`src/rtl/dp_ram_pkg.sv`:
```
// Shared types, constants and helpers for the dual-port RAM controller.
package dp_ram_pkg;

  typedef enum logic {
    CLEAR = 1'b0,
    READY = 1'b1
  } state_t;

  localparam int unsigned RD_FIRST = 0;
  localparam int unsigned WR_FIRST = 1;

  // Select the new byte when its enable is set, otherwise keep the old one.
  function automatic logic [7:0] byte_merge(input logic [7:0] i_old,
                                            input logic [7:0] i_new,
                                            input logic       i_sel);
    return i_sel ? i_new : i_old;
  endfunction

endpackage

```
`src/rtl/dp_ram_clear_seq.sv`:
```
// Post-reset clearing sequencer: walks every address once, then idles in READY.
module dp_ram_clear_seq
  import dp_ram_pkg::*;
#(
  parameter int unsigned DEPTH        = 32,
  parameter int unsigned ADDR_W       = 5,
  parameter int unsigned CLEAR_ON_RST = 1
) (
  input  logic              clk,
  input  logic              rst,
  output logic              busy,
  output logic              clr_we,
  output logic [ADDR_W-1:0] clr_addr
);

  state_t            r_state;
  logic [ADDR_W-1:0] r_cnt;

  // State and clear counter; leaves CLEAR after the last word is zeroed.
  always_ff @(posedge clk) begin
    if (!rst) begin
      r_state <= (CLEAR_ON_RST != 0) ? CLEAR : READY;
      r_cnt   <= '0;
    end else if (r_state == CLEAR) begin
      if (r_cnt == ADDR_W'(DEPTH - 1)) begin
        r_state <= READY;
        r_cnt   <= '0;
      end else begin
        r_cnt <= r_cnt + ADDR_W'(1);
      end
    end
  end

  assign busy     = (r_state == CLEAR);
  assign clr_we   = (r_state == CLEAR);
  assign clr_addr = r_cnt;

endmodule

```
`src/rtl/dp_ram_ctrl.sv`:
```
// Simple dual-port RAM with byte enables, collision bypass, optional output
// register and a post-reset clear sequence.
module dp_ram_ctrl
  import dp_ram_pkg::*;
#(
  parameter int unsigned DATA_W       = 8,
  parameter int unsigned DEPTH        = 32,
  parameter int unsigned ADDR_W       = 5,
  parameter int unsigned RD_MODE      = 0,
  parameter int unsigned OUT_REG      = 0,
  parameter int unsigned CLEAR_ON_RST = 1
) (
  input  logic                clk,
  input  logic                rst,
  input  logic                enb,
  input  logic                wr,
  input  logic                rd,
  input  logic [ADDR_W-1:0]   w_addr,
  input  logic [ADDR_W-1:0]   r_addr,
  input  logic [DATA_W-1:0]   w_data,
  input  logic [DATA_W/8-1:0] w_be,
  output logic [DATA_W-1:0]   r_data,
  output logic                r_valid,
  output logic                busy,
  output logic                addr_err
);

  localparam int unsigned NB      = DATA_W / 8;
  localparam bit          WR_THRU = (RD_MODE != RD_FIRST);

  logic              w_busy;
  logic              w_clr_we;
  logic [ADDR_W-1:0] w_clr_addr;

  logic              w_wr_ok;
  logic              w_rd_ok;
  logic              w_wr_oob;
  logic              w_rd_oob;
  logic              w_byp_en;
  logic              w_err;

  logic              w_mem_we;
  logic [ADDR_W-1:0] w_mem_addr;
  logic [DATA_W-1:0] w_mem_data;
  logic [NB-1:0]     w_mem_be;
  logic [DATA_W-1:0] w_rd_word;
  logic [DATA_W-1:0] w_rd_res;

  logic              w_s_valid;
  logic              w_s_err;
  logic [DATA_W-1:0] w_s_data;

  logic              r_vld;
  logic              r_err;
  logic [DATA_W-1:0] r_dout;

  dp_ram_clear_seq #(
    .DEPTH       (DEPTH),
    .ADDR_W      (ADDR_W),
    .CLEAR_ON_RST(CLEAR_ON_RST)
  ) u_clear_seq (
    .clk     (clk),
    .rst     (rst),
    .busy    (w_busy),
    .clr_we  (w_clr_we),
    .clr_addr(w_clr_addr)
  );

  // Request qualification; nothing is accepted while clearing.
  assign w_wr_ok  = ~w_busy & enb & wr;
  assign w_rd_ok  = ~w_busy & enb & rd;
  assign w_wr_oob = 32'(w_addr) >= DEPTH;
  assign w_rd_oob = 32'(r_addr) >= DEPTH;
  assign w_err    = (w_wr_ok & w_wr_oob) | (w_rd_ok & w_rd_oob);
  assign w_byp_en = WR_THRU & w_wr_ok & w_rd_ok & ~w_wr_oob & (w_addr == r_addr);

  // Clear port takes over the write port while busy.
  assign w_mem_we   = w_clr_we | (w_wr_ok & ~w_wr_oob);
  assign w_mem_addr = w_clr_we ? w_clr_addr : w_addr;
  assign w_mem_data = w_clr_we ? '0 : w_data;
  assign w_mem_be   = w_clr_we ? '1 : w_be;

  // One storage bank per byte lane so each lane's enable is independent.
  for (genvar g = 0; g < NB; g++) begin : g_bank
    logic [7:0] r_bank [DEPTH];

    // Byte-lane write.
    always_ff @(posedge clk) begin
      if (w_mem_we && w_mem_be[g]) begin
        r_bank[w_mem_addr] <= w_mem_data[8*g +: 8];
      end
    end

    assign w_rd_word[8*g +: 8] = byte_merge(r_bank[r_addr], w_data[8*g +: 8],
                                            w_byp_en & w_be[g]);
  end

  assign w_rd_res = w_rd_oob ? '0 : w_rd_word;

  if (OUT_REG != 0) begin : g_oreg
    logic              r_p_vld;
    logic              r_p_err;
    logic [DATA_W-1:0] r_p_data;

    // Extra pipeline stage ahead of the output register.
    always_ff @(posedge clk) begin
      if (!rst) begin
        r_p_vld  <= 1'b0;
        r_p_err  <= 1'b0;
        r_p_data <= '0;
      end else begin
        r_p_vld  <= w_rd_ok;
        r_p_err  <= w_err;
        r_p_data <= w_rd_res;
      end
    end

    assign w_s_valid = r_p_vld;
    assign w_s_err   = r_p_err;
    assign w_s_data  = r_p_data;
  end else begin : g_noreg
    assign w_s_valid = w_rd_ok;
    assign w_s_err   = w_err;
    assign w_s_data  = w_rd_res;
  end

  // Output register: strobes every cycle, data held between valid reads.
  always_ff @(posedge clk) begin
    if (!rst) begin
      r_vld  <= 1'b0;
      r_err  <= 1'b0;
      r_dout <= '0;
    end else begin
      r_vld <= w_s_valid;
      r_err <= w_s_err;
      if (w_s_valid) begin
        r_dout <= w_s_data;
      end
    end
  end

  assign r_data   = r_dout;
  assign r_valid  = r_vld;
  assign addr_err = r_err;
  assign busy     = w_busy;

endmodule

```
`config.mk`:
```
export PLATFORM = sky130hd
export DESIGN_NAME = dp_ram_ctrl
export DESIGN_NICKNAME = d
export VERILOG_FILES = /design/src/rtl/dp_ram_pkg.sv /design/src/rtl/dp_ram_clear_seq.sv /design/src/rtl/dp_ram_ctrl.sv
export SDC_FILE = /design/constraint.sdc
export NUM_CORES = 1
export LEC_CHECK = 0
export CORE_MARGIN = 4
export CORE_UTILIZATION = 30
export DETAILED_ROUTE_END_ITERATION = 7
export PLACE_DENSITY_LB_ADDON = 0.15
export SLEW_MARGIN = 5
export SYNTH_ARGS = -nofsm -noshare
export SYNTH_HDL_FRONTEND = slang
export SYNTH_SLANG_ARGS = --single-unit
```
`constraint.sdc`:
```
create_clock -name clk -period 5.05 [get_ports clk]
set_input_delay 1.01 -clock clk [delete_from_list [all_inputs] [get_ports clk]]
set_output_delay 1.01 -clock clk [all_outputs]
set_load 0.05 [all_outputs]
```
==> flow_metrics.env <==
export IMPL_run_status="complete, no violations"
export IMPL_netlist_top_cell_by_area="sky130_fd_sc_hd__edfxtp_1"
export IMPL_cts_setup_buffers=0
export IMPL_postSynthRegisterBits=271
export IMPL_max_clock_freq_mhz=293
export IMPL_mappedNetlistNets=687
export IMPL_syn_to_final_growth_pct=17.2
export IMPL_viasPerCell=4.95
export IMPL_clk_root_buffer_cell="sky130_fd_sc_hd__clkbuf_16"
export IMPL_post_dp_hpwl_um=16800
export IMPL_timing_setup_tns_ns=0
export IMPL_antenna_found_initial=0
export IMPL_timing_worst_slew_pin_value_ns=0.920
export IMPL_layout_commonest_cell="sky130_fd_sc_hd__edfxtp_1"
export IMPL_clock_latency_ns=0.54
export IMPL_layout_worst_path_cycle_share_pct=67.5
export IMPL_worstSetupPathType="flip-flop to output pin"
export IMPL_detail_route_drc_violations=0
export IMPL_timing_critical_path_to_type="output pin"
export IMPL_netlist_area_um2=10800
export IMPL_die_w_um=198
export IMPL_synth_area_leaders="sky130_fd_sc_hd__edfxtp_1 (71%), sky130_fd_sc_hd__mux2i_1 (12%), sky130_fd_sc_hd__a22oi_1 (4.4%), sky130_fd_sc_hd__dfxtp_1 (2.8%), sky130_fd_sc_hd__a21oi_1 (1.9%)"
export IMPL_netlist_instances=661
export IMPL_grt_max_degree=48
export IMPL_cts_buffers_inserted=30
export IMPL_timing_critical_path_slowest_stage_cell="sky130_fd_sc_hd__dfxtp_1"
export IMPL_drtAntennaViolNets=0
export IMPL_cts_tree="done"
export IMPL_cp_data_required_time_ns=4.04
export IMPL_place_congestion=0.774
export IMPL_timing_max_slew_rel_slack_pct=38.6
export IMPL_netlist_cell_type_count=28
export IMPL_slew_viol_final=0
export IMPL_synth_edff_count=256
export IMPL_clock_tree_htree_level_count=1
export IMPL_timing_hold_violations_final=0
export IMPL_path_max_fanout=29
export IMPL_first_iter_violations=417
export IMPL_fillers=3380
export IMPL_setup_violations_final=0
export IMPL_clockBufferDepth=3
export IMPL_count_of_clock_tree_sinks=271
export IMPL_avgSynthCellArea_um2=16.4
export IMPL_hold_slack_ns=0.569
export IMPL_core_rowCount=69
export IMPL_synthDominantCellAreaShare_pct=71.1
export IMPL_wl_per_cell_um=22.2
export IMPL_io_pins=35
export IMPL_initial_utilization_pct=30.4
export IMPL_gr_usage_all_layers_pct=13.2
export IMPL_ffs_w_async_s_r_synth_pct=0
export IMPL_power_per_cell_area_nw_per_um2=390
export IMPL_path_cells="inv_1, clkdlybuf4s50_1"
export IMPL_slowest_stage_delay_on_critical_path_ns=0.92
export IMPL_die_h_um=198
export IMPL_core_area_um2=35600
export IMPL_finalWirelength_um=26300
export IMPL_ir_drop_mv=0.259
export IMPL_min_path_type="flip-flop to flip-flop"
export IMPL_first_pass_detailed_route_iteration_total=5
export IMPL_num_antenna_cells=0
export IMPL_cp_startpoint_kind="flip-flop"
export IMPL_clk_pin_slew_worst_paths_ns=0.06
export IMPL_worst_endpoint_arrival_ns=2.40
export IMPL_post_route_util_pct=35.6
export IMPL_post_route_cells_drive_above_1_share_pct=9.12
export IMPL_most_common_layout_cells="sky130_fd_sc_hd__edfxtp_1 (256), sky130_fd_sc_hd__mux2i_1 (132), sky130_fd_sc_hd__a22oi_1 (64)"
export IMPL_max_cap_violations=0
export IMPL_cts_repair_resize_count=0
export IMPL_leak_pwr_uw=0.00451
export IMPL_ys_warn_count=0
export IMPL_first_pass_grt_wire_length_um=38600
export IMPL_finalPower_uw=4940
export IMPL_setup_repair_after_global_routing_missed_its_margin="no"
export IMPL_final_setup_skew_ns=0.00650
export IMPL_fp_dieArea_um2=39200
export IMPL_port_buffers=33
export IMPL_post_route_min_period_ns=3.41
export IMPL_global_route_overflow_total=0
export IMPL_count_of_hold_fix_buffers_inserted_at_cts=0
export IMPL_setup_slack_on_the_worst_flop_to_flop_path_ns=2.11
export IMPL_synth_sequential_area_ratio_pct=73.8
export IMPL_num_nets_final=727
export IMPL_num_vias=5867
export IMPL_dominantRegCellSynth="sky130_fd_sc_hd__edfxtp_1"
export IMPL_via_count_of_the_first_global_routing_pass=5981
==> critical path: cells and delay by family, from the launching register on <==
family / cells / cell delay, ns
buffers and inverters: 2 / 0.93
DFF: 1 / 0.92
==> final cells by class <==
class,count,area [um^2],share of cell area [%]
Clock inverter,20,245,1.93
Inverter,4,15.0,0.118
Timing Repair Buffer,47,462,3.64
Multi-Input combinational cell,347,2600,20.5
Tap cell,461,577,4.55
Clock buffer,35,791,6.24
Sequential cell,271,7990,63.0
==> Yosys cell counts (2+ instances only) <==
library cell and n:
sky130_fd_sc_hd__nor2b_1 6, sky130_fd_sc_hd__o32ai_1 4, sky130_fd_sc_hd__nor2_1 36, sky130_fd_sc_hd__buf_1 4, sky130_fd_sc_hd__and2_1 10, sky130_fd_sc_hd__a21oi_1 42, sky130_fd_sc_hd__or4_1 8, sky130_fd_sc_hd__buf_4 10
sky130_fd_sc_hd__clkbuf_1 20, sky130_fd_sc_hd__nand2_1 15, sky130_fd_sc_hd__mux2_2 2, sky130_fd_sc_hd__inv_1 4, sky130_fd_sc_hd__and3_1 3, sky130_fd_sc_hd__edfxtp_1 256, sky130_fd_sc_hd__dfxtp_1 15, sky130_fd_sc_hd__nand3_1 3
sky130_fd_sc_hd__buf_6 5, sky130_fd_sc_hd__o21ai_0 10, sky130_fd_sc_hd__a21boi_0 2, sky130_fd_sc_hd__ha_1 2, sky130_fd_sc_hd__mux2i_1 132, sky130_fd_sc_hd__a22oi_1 64, sky130_fd_sc_hd__nand2b_1 3
==> metrics by stage <==
stage / worst slack, ns / std cells / cell area, um^2
detailed placement: 1.48 / 1130 / 11600
floorplan: 2.66 / 661 / 10800
CTS: 1.61 / 1185 / 12700
global placement: 1.54 / 1130 / 11600
global route: 1.43 / 1185 / 12700
finish: 1.64 / 1185 / 12700
==> kinds of logic after synthesis <==
group | after synthesis | synth area share [%]
buffers and inverters | 43 | 2.19
AND/OR/NAND/NOR | 86 | 3.84
multiplexers | 134 | 12.4
adder cells (fa/ha/maj) | 2 | 0.231
other | 1 | 0.0347
flip-flops | 271 | 73.8
AO/OA/AOI/OAI | 124 | 7.46
==> state kept, by name, summed over array words and instances, names as in the netlist <==
name and count:
r_data 8, u_clear_seq.clr_addr 5, r_valid 1, g_bank.r_bank 256, u_clear_seq.r_state 1
==> final timing paths <==
path	from	to	depth (start not counted)
setup / recovery	u_clear_seq.r_state$_SDFF_PN0_	busy	2
hold / removal	u_clear_seq.clr_addr[3]$_SDFFE_PN0N_	u_clear_seq.clr_addr[3]$_SDFFE_PN0N_	2
setup reg to reg	u_clear_seq.r_state$_SDFF_PN0_	g_bank[0].r_bank[24][0]$_DFFE_PP_	4
hold reg to reg	u_clear_seq.clr_addr[3]$_SDFFE_PN0N_	u_clear_seq.clr_addr[3]$_SDFFE_PN0N_	2
==> per-layer routing <==
layer / track usage, % / vias up / part of all wire, % / wire [um]
met4: 3.52 / 0 / 2.2 / 583
met5: 0 / - / 0 / 0
li1: - / 2677 / - / -
met3: 1.92 / 36 / 4.7 / 1250
met2: 21.5 / 165 / 47 / 12500
met1: 18.5 / 2989 / 46 / 12000
==> where the power goes <==
part	total [uW]	switching, uW	internal, uW
Combinational	222	138	84.2
Clock	2260	845	1420
Sequential	2460	7.29	2450
Power figures use the tool's default switching activity.
